==> src/rtl/note_pkg.sv <==
// Shared constants for the note front-end and the tone player.
package note_pkg;

  localparam int NUM_NOTES = 7;
  localparam int NOTE_DO   = 0;
  localparam int NOTE_RE   = 1;
  localparam int NOTE_MI   = 2;
  localparam int NOTE_FA   = 3;
  localparam int NOTE_SOL  = 4;
  localparam int NOTE_LA   = 5;
  localparam int NOTE_SI   = 6;

  // Seven note keys plus the play/stop key, which sits on the top bit.
  localparam int NUM_INPUTS = NUM_NOTES + 1;
  localparam int PLAY_IDX   = NUM_NOTES;

  localparam int DEFAULT_DB_CYCLES = 250000;
  localparam int CLK_HZ            = 25000000;

  // Keep only the lowest set bit, so "do" wins over every other key.
  function automatic logic [NUM_NOTES-1:0] lowest_onehot(input logic [NUM_NOTES-1:0] v);
    return v & (~v + NUM_NOTES'(1));
  endfunction

endpackage

==> src/rtl/debounce_bit.sv <==
// Two-flop synchroniser followed by a saturating-free debounce counter.
// The stable output only follows the input after DB_CYCLES consecutive
// cycles of disagreement; any return to agreement restarts the count.
module debounce_bit
  import note_pkg::*;
#(
  parameter int DB_CYCLES = DEFAULT_DB_CYCLES
) (
  input  logic clk,
  input  logic rst,
  input  logic raw_i,
  output logic stable_o
);

  localparam int CNT_W = (DB_CYCLES > 2) ? $clog2(DB_CYCLES) : 1;
  localparam logic [CNT_W-1:0] CNT_LAST = CNT_W'(DB_CYCLES - 1);

  logic             sync1_q;
  logic             sync2_q;
  logic             stable_q;
  logic             stable_d;
  logic [CNT_W-1:0] cnt_q;
  logic [CNT_W-1:0] cnt_d;

  // Bring the asynchronous key into the clock domain.
  always_ff @(posedge clk or posedge rst) begin
    if (rst) begin
      sync1_q <= 1'b0;
      sync2_q <= 1'b0;
    end else begin
      sync1_q <= raw_i;
      sync2_q <= sync1_q;
    end
  end

  // Count consecutive mismatches; accept the new level on the last one.
  always_comb begin
    stable_d = stable_q;
    cnt_d    = cnt_q;
    if (sync2_q != stable_q) begin
      if (cnt_q == CNT_LAST) begin
        stable_d = sync2_q;
        cnt_d    = '0;
      end else begin
        cnt_d    = cnt_q + CNT_W'(1);
      end
    end else begin
      cnt_d = '0;
    end
  end

  // Debounce state register.
  always_ff @(posedge clk or posedge rst) begin
    if (rst) begin
      stable_q <= 1'b0;
      cnt_q    <= '0;
    end else begin
      stable_q <= stable_d;
      cnt_q    <= cnt_d;
    end
  end

  assign stable_o = stable_q;

endmodule

==> src/rtl/note_input_ctrl.sv <==
// Front end for the tone player: debounces the seven note keys and the
// play/stop key, picks the highest-priority held note and toggles the
// play enable on each debounced press of play/stop.
module note_input_ctrl
  import note_pkg::*;
#(
  parameter int DB_CYCLES = DEFAULT_DB_CYCLES
) (
  input  logic                 clk,
  input  logic                 rst,
  input  logic [NUM_NOTES-1:0] btn,
  input  logic                 play_btn,
  output logic [NUM_NOTES-1:0] note,
  output logic                 onoff,
  output logic                 note_valid,
  output logic                 note_chg
);

  logic [NUM_INPUTS-1:0] raw_s;
  logic [NUM_INPUTS-1:0] stable_s;

  logic [NUM_NOTES-1:0]  note_q;
  logic [NUM_NOTES-1:0]  note_d;
  logic                  note_valid_q;
  logic                  note_valid_d;
  logic                  note_chg_q;
  logic                  note_chg_d;
  logic                  onoff_q;
  logic                  onoff_d;
  logic                  play_prev_q;
  logic                  play_prev_d;
  logic                  play_rise_s;

  assign raw_s = {play_btn, btn};

  for (genvar gi = 0; gi < NUM_INPUTS; gi++) begin : g_db
    debounce_bit #(
      .DB_CYCLES(DB_CYCLES)
    ) u_db (
      .clk     (clk),
      .rst     (rst),
      .raw_i   (raw_s[gi]),
      .stable_o(stable_s[gi])
    );
  end

  // Next-state for note select, change strobe and play toggle.
  always_comb begin
    note_d       = lowest_onehot(stable_s[NUM_NOTES-1:0]);
    note_valid_d = |note_d;
    note_chg_d   = (note_d != note_q);
    play_rise_s  = stable_s[PLAY_IDX] & ~play_prev_q;
    play_prev_d  = stable_s[PLAY_IDX];
    if (play_rise_s) begin
      onoff_d = ~onoff_q;
    end else begin
      onoff_d = onoff_q;
    end
  end

  // Output and edge-detect registers.
  always_ff @(posedge clk or posedge rst) begin
    if (rst) begin
      note_q       <= '0;
      note_valid_q <= 1'b0;
      note_chg_q   <= 1'b0;
      onoff_q      <= 1'b0;
      play_prev_q  <= 1'b0;
    end else begin
      note_q       <= note_d;
      note_valid_q <= note_valid_d;
      note_chg_q   <= note_chg_d;
      onoff_q      <= onoff_d;
      play_prev_q  <= play_prev_d;
    end
  end

  assign note       = note_q;
  assign note_valid = note_valid_q;
  assign note_chg   = note_chg_q;
  assign onoff      = onoff_q;

endmodule

==> config.mk <==
export PLATFORM = sky130hd
export DESIGN_NAME = note_input_ctrl
export DESIGN_NICKNAME = d
export VERILOG_FILES = /design/src/rtl/note_pkg.sv /design/src/rtl/debounce_bit.sv /design/src/rtl/note_input_ctrl.sv
export SDC_FILE = /design/constraint.sdc
export NUM_CORES = 1
export LEC_CHECK = 0
export ABC_AREA = 1
export CAP_MARGIN = 15
export CORE_MARGIN = 1.5
export CORE_UTILIZATION = 65
export CTS_CLUSTER_SIZE = 20
export DETAILED_ROUTE_END_ITERATION = 8
export GPL_TIMING_DRIVEN = 0
export PLACE_DENSITY = 0.87
export SLEW_MARGIN = 20
export SYNTH_ARGS = -nofsm -noshare
export SYNTH_HDL_FRONTEND = slang
export SYNTH_SLANG_ARGS = --single-unit
==> constraint.sdc <==
create_clock -name clk -period 10.1 [get_ports clk]
set_input_delay 1.01 -clock clk [delete_from_list [all_inputs] [get_ports clk]]
set_output_delay 1.01 -clock clk [all_outputs]
set_load 0.01 [all_outputs]
* After elaboration in Yosys (flattened, before gate mapping)
Index checks and enable logic that the tools add are counted.
Storage, ports and cells: memories kept 0, memory bits (writable) 0, latch bits 0, bits in read-only memories 0, input bits 10, register bits 179, logic and storage cells 93
Cells by class: $add $sub $neg 9, shift operators 0, muxes and demuxes 16, multipliers 0, equality and inequality tests 17, reductions and logical operators 9, $lt $le $gt $ge 0, div/mod/pow operators 0, bitwise operators 5
Operators with widths (count):
- $mux 18 | 16
- $add 18x1->18 const B | 8
- $eq 18x18->1 const B | 8
- $reduce_and 2->1 | 8
- $ne 1x1->1 | 8
- $add 7x1->7 const B | 1
- $and 7x7->7 | 1
- $ne 7x7->1 | 1
- $not 7->7 | 1
- $reduce_or 7->1 | 1
- $not 1->1 | 2
- $and 1x1->1 | 1

* Depth between registers and ports, before layout
word-level depth 4, gate-level depth with buffers 9, depth with buffers taken out 9

* Hierarchy
Synthesis repeated with hierarchy kept, for this count alone.
Second synthesis, totals: cell total of the unflattened synthesis 1183, area, all modules 9831.9 um^2
Modules (own cells, without submodules):
- debounce_bit | area each 1159.9 um^2, cells each 139, times used 8
- note_input_ctrl | area each 553.0 um^2, cells each 71, times used 1

* Least setup slack after synthesis
OpenSTA, ideal clock, no wires.
path type reg-to-output, from reg note_q[5] (netlist: note[5]), to out note[5], data required time 9.090 ns, path buffers 0, path slack 8.696 ns, stages on the path, launching flop included 1, arrival time 0.394 ns, cells stage by stage dfrtp_1
RTL lines:
- start, declared | RTL line note_input_ctrl.sv:22 | logic [NUM_NOTES-1:0] note_q;
- start signal, assigned | RTL line note_input_ctrl.sv:70 | note_q <= note_d;
- end, declared | RTL line note_input_ctrl.sv:13 | output logic [NUM_NOTES-1:0] note,
No word-level cell between the ends.

* Worst setup path in the final report
from reg note_q[3] (netlist: note[3]), to out note[3]
No word-level cell between the ends.

==> results.toml <==
[setup_path]
crit_chain = "clkdlybuf4s50_1"
timing.critical_path.depth = 1
timing.critical_path.to_type = "output port"
cp_data_required_time_ns = 9.09
r2r_setup_slack_ns = 8.38
critPathMaxFanout = 2
timing_worst_setup_path_type = "reg2out"
timing.reg2reg.worst_path_depth = 8
critPathLaunchType = "flop"
crit_family = "buffers and inverters"
largest_incremental_delay_on_the_critical_path_ns = 0.55
crit_path_top_delay_cell = "clkdlybuf4s50_1"
critPathArrivalTime_ns = 1.35
critPathBufInv = 1

[clocking]
cts_made_buffers = 17
post_cts_resized = 0
cts_max_path_buffers = 2
cts_tree = "built"
cts_sinks = 179
clkLatencyLatePin_ns = 0.44
hold_buffers = 0
clock_root_buffer = "clkbuf_16"
postCtsSetupBuffers = 0
clk_transition_reported_paths_ns = 0.06
htree_levels = 4

[drt]
drt-initial-drc-count = 398
post_drt_wl_per_cell_um = 13.4
finalWirelength_um = 18100
routed_via_density = 5.42
via_count_of_the_routed_design = 7344
final_antenna_net_count = 0
drt_pass1_iterations = 5
remaining_drc_errors = 0

[die]
core-area_um2 = 13400
area_of_the_die_um2 = 14600
die_y_um = 121
floorplan.rows = 42
chipWidth_um = 121
initial_utilization = 0.673
top_level_ports = 20

[timing]
setup_repair_after_global_routing_missed_its_margin = "no"
setup-tns-final_ns = 0
timing.fmax_ghz = 0.424
tightest_slew_ns = 0.528
timing.final.setup_violations = 0
hold_slack_ns = 0.351
clock_skew_ns = 0.0108
slew_headroom = 0.647
slew_violations = 0
final_period_minus_worst_setup_slack_ns = 2.36
report.final.hold_viol_count = 0
post_route_clock_period_utilization = 0.234

[grt]
grt_pass1_wl_um = 31900
antenna_violations_before_repair = 0
grt_use_met1 = 0.349
grt_pass1_vias = 7218
grt_peak_use_layer = "met2"
global_route.usage.met3 = 0.0566
grt_use_met2 = 0.463
global_route.usage.total = 0.272
grt_max_degree = 67
overflow = 0

[logic_synthesis]
cell_area_after_synthesis_um2 = 9020
synth-seq-cells = 179
yosysUniqueCellTypes = 29
ys_seq_area_frac = 0.497
synth-warning-count = 0
synth_nets = 1144
netlist_instances = 1126
syn_area_per_cell_um2 = 8.01

[placement]
gp_congestion = 0.890
io_buffers = 19
dp_hpwl_um = 12500
dpl-instance-area_um2 = 9490

[cells_and_area]
mostFrequentLayoutCell = "nor2_1"
fin_area_um2 = 10100
area.growth.synth_to_final_pct = 12.2
layout.nets = 1184
final_layout_size_suffix_gt1_frac = 0.0568
antenna_cells_inserted = 0
layout.cells.most_common_list = "nor2_1, nand2_1, dfrtp_1"

[power]
power.density_cell_area_nw_per_um2 = 146
total_power_w = 0.00148
p_leak_nw = 4.30
peakVddDrop_uv = 121

[status]
status = "finished clean"

[flow_run]
drv_cap = 0

[min_path]
worst_hold_path.num_cells = 0
min-delay-path-class = "reg2reg"
## path summary, 6_finish.rpt
kind                                             from                      to
worst max-delay path                          note[3]                 note[3]
worst min-delay path             g_db[3].u_db.sync1_q    g_db[3].u_db.sync2_q
worst max register to register  g_db[6].u_db.cnt_q[0]  g_db[6].u_db.cnt_q[12]
worst min register to register   g_db[3].u_db.sync1_q    g_db[3].u_db.sync2_q
max in group asynchronous                         rst  g_db[2].u_db.cnt_q[15]
min in group asynchronous                         rst   g_db[5].u_db.cnt_q[8]
## through the flow
stage	setup WS [ns]	std cells	util
2_1_floorplan	4.23	1126	-
3_3_place_gp	2.16	1321	0.703
3_5_place_dp	7.96	1323	0.708
4_1_cts	7.72	1355	0.755
5_1_grt	7.69	1355	0.755
6_report	7.74	1355	0.755
## per-layer routing
layer	part of all wire	vias to the layer above
li1	-	3657
met1	0.45	3507
met2	0.50	152
met3	0.039	28
met4	0.014	0
met5	0	-
## final cells by class
cell class                      count  area, um2
Buffer                              2       10.0
Clock buffer                       20        467
Clock inverter                     12        164
Fill cell                         984       3280
Inverter                          101        387
Multi-Input combinational cell    844       4150
Sequential cell                   179       4480
Tap cell                          176        220
Timing Repair Buffer               21        245
## sequential cells by signal, summed over array words and instances (netlist names)
signal	count
g_db.u_db.sync2_q	8
g_db.u_db.cnt_q	144
onoff	1
play_prev_q	1
g_db.u_db.stable_o	8
note_chg	1
note_valid	1
note	7
g_db.u_db.sync1_q	8
## synthesized netlist by cell type, drive strengths merged
library cell	instances	area share
and2	7	0.0049
nand4	20	0.014
inv	101	0.042
ha	8	0.011
nor3b	12	0.010
nand3	106	0.060
o21ai	17	0.0094
a211oi	1	0.00083
nand2	218	0.093
or2	1	0.00069
nor2	313	0.14
buf	2	0.0011
xnor2	26	0.025
o21bai	5	0.0042
nor2b	1	0.00069
nand3b	3	0.0025
nor4	2	0.0014
nor3	22	0.013
dfrtp	179	0.50
a21oi	21	0.012
xor2	61	0.061
## where the power goes
part | leakage, nW | switching, W | internal, W | total [W]
Combinational | 1.55 | 0.0000335 | 0.0000147 | 0.0000483
Sequential | 2.44 | 0.00000909 | 0.000728 | 0.000737
Clock | 0.309 | 0.000282 | 0.000414 | 0.000696
Total | 4.30 | 0.000325 | 0.00116 | 0.00148
## logic make-up after synthesis
kind of cell             after synthesis  synth area share
flip-flops                           179             0.497
adder cells (fa/ha/maj)                8            0.0111
AND/OR/NAND/NOR                      705             0.337
buffers and inverters                103            0.0432
XOR/XNOR                              87            0.0862
AO/OA/AOI/OAI                         44            0.0261
Power figures use the tool's default switching activity.
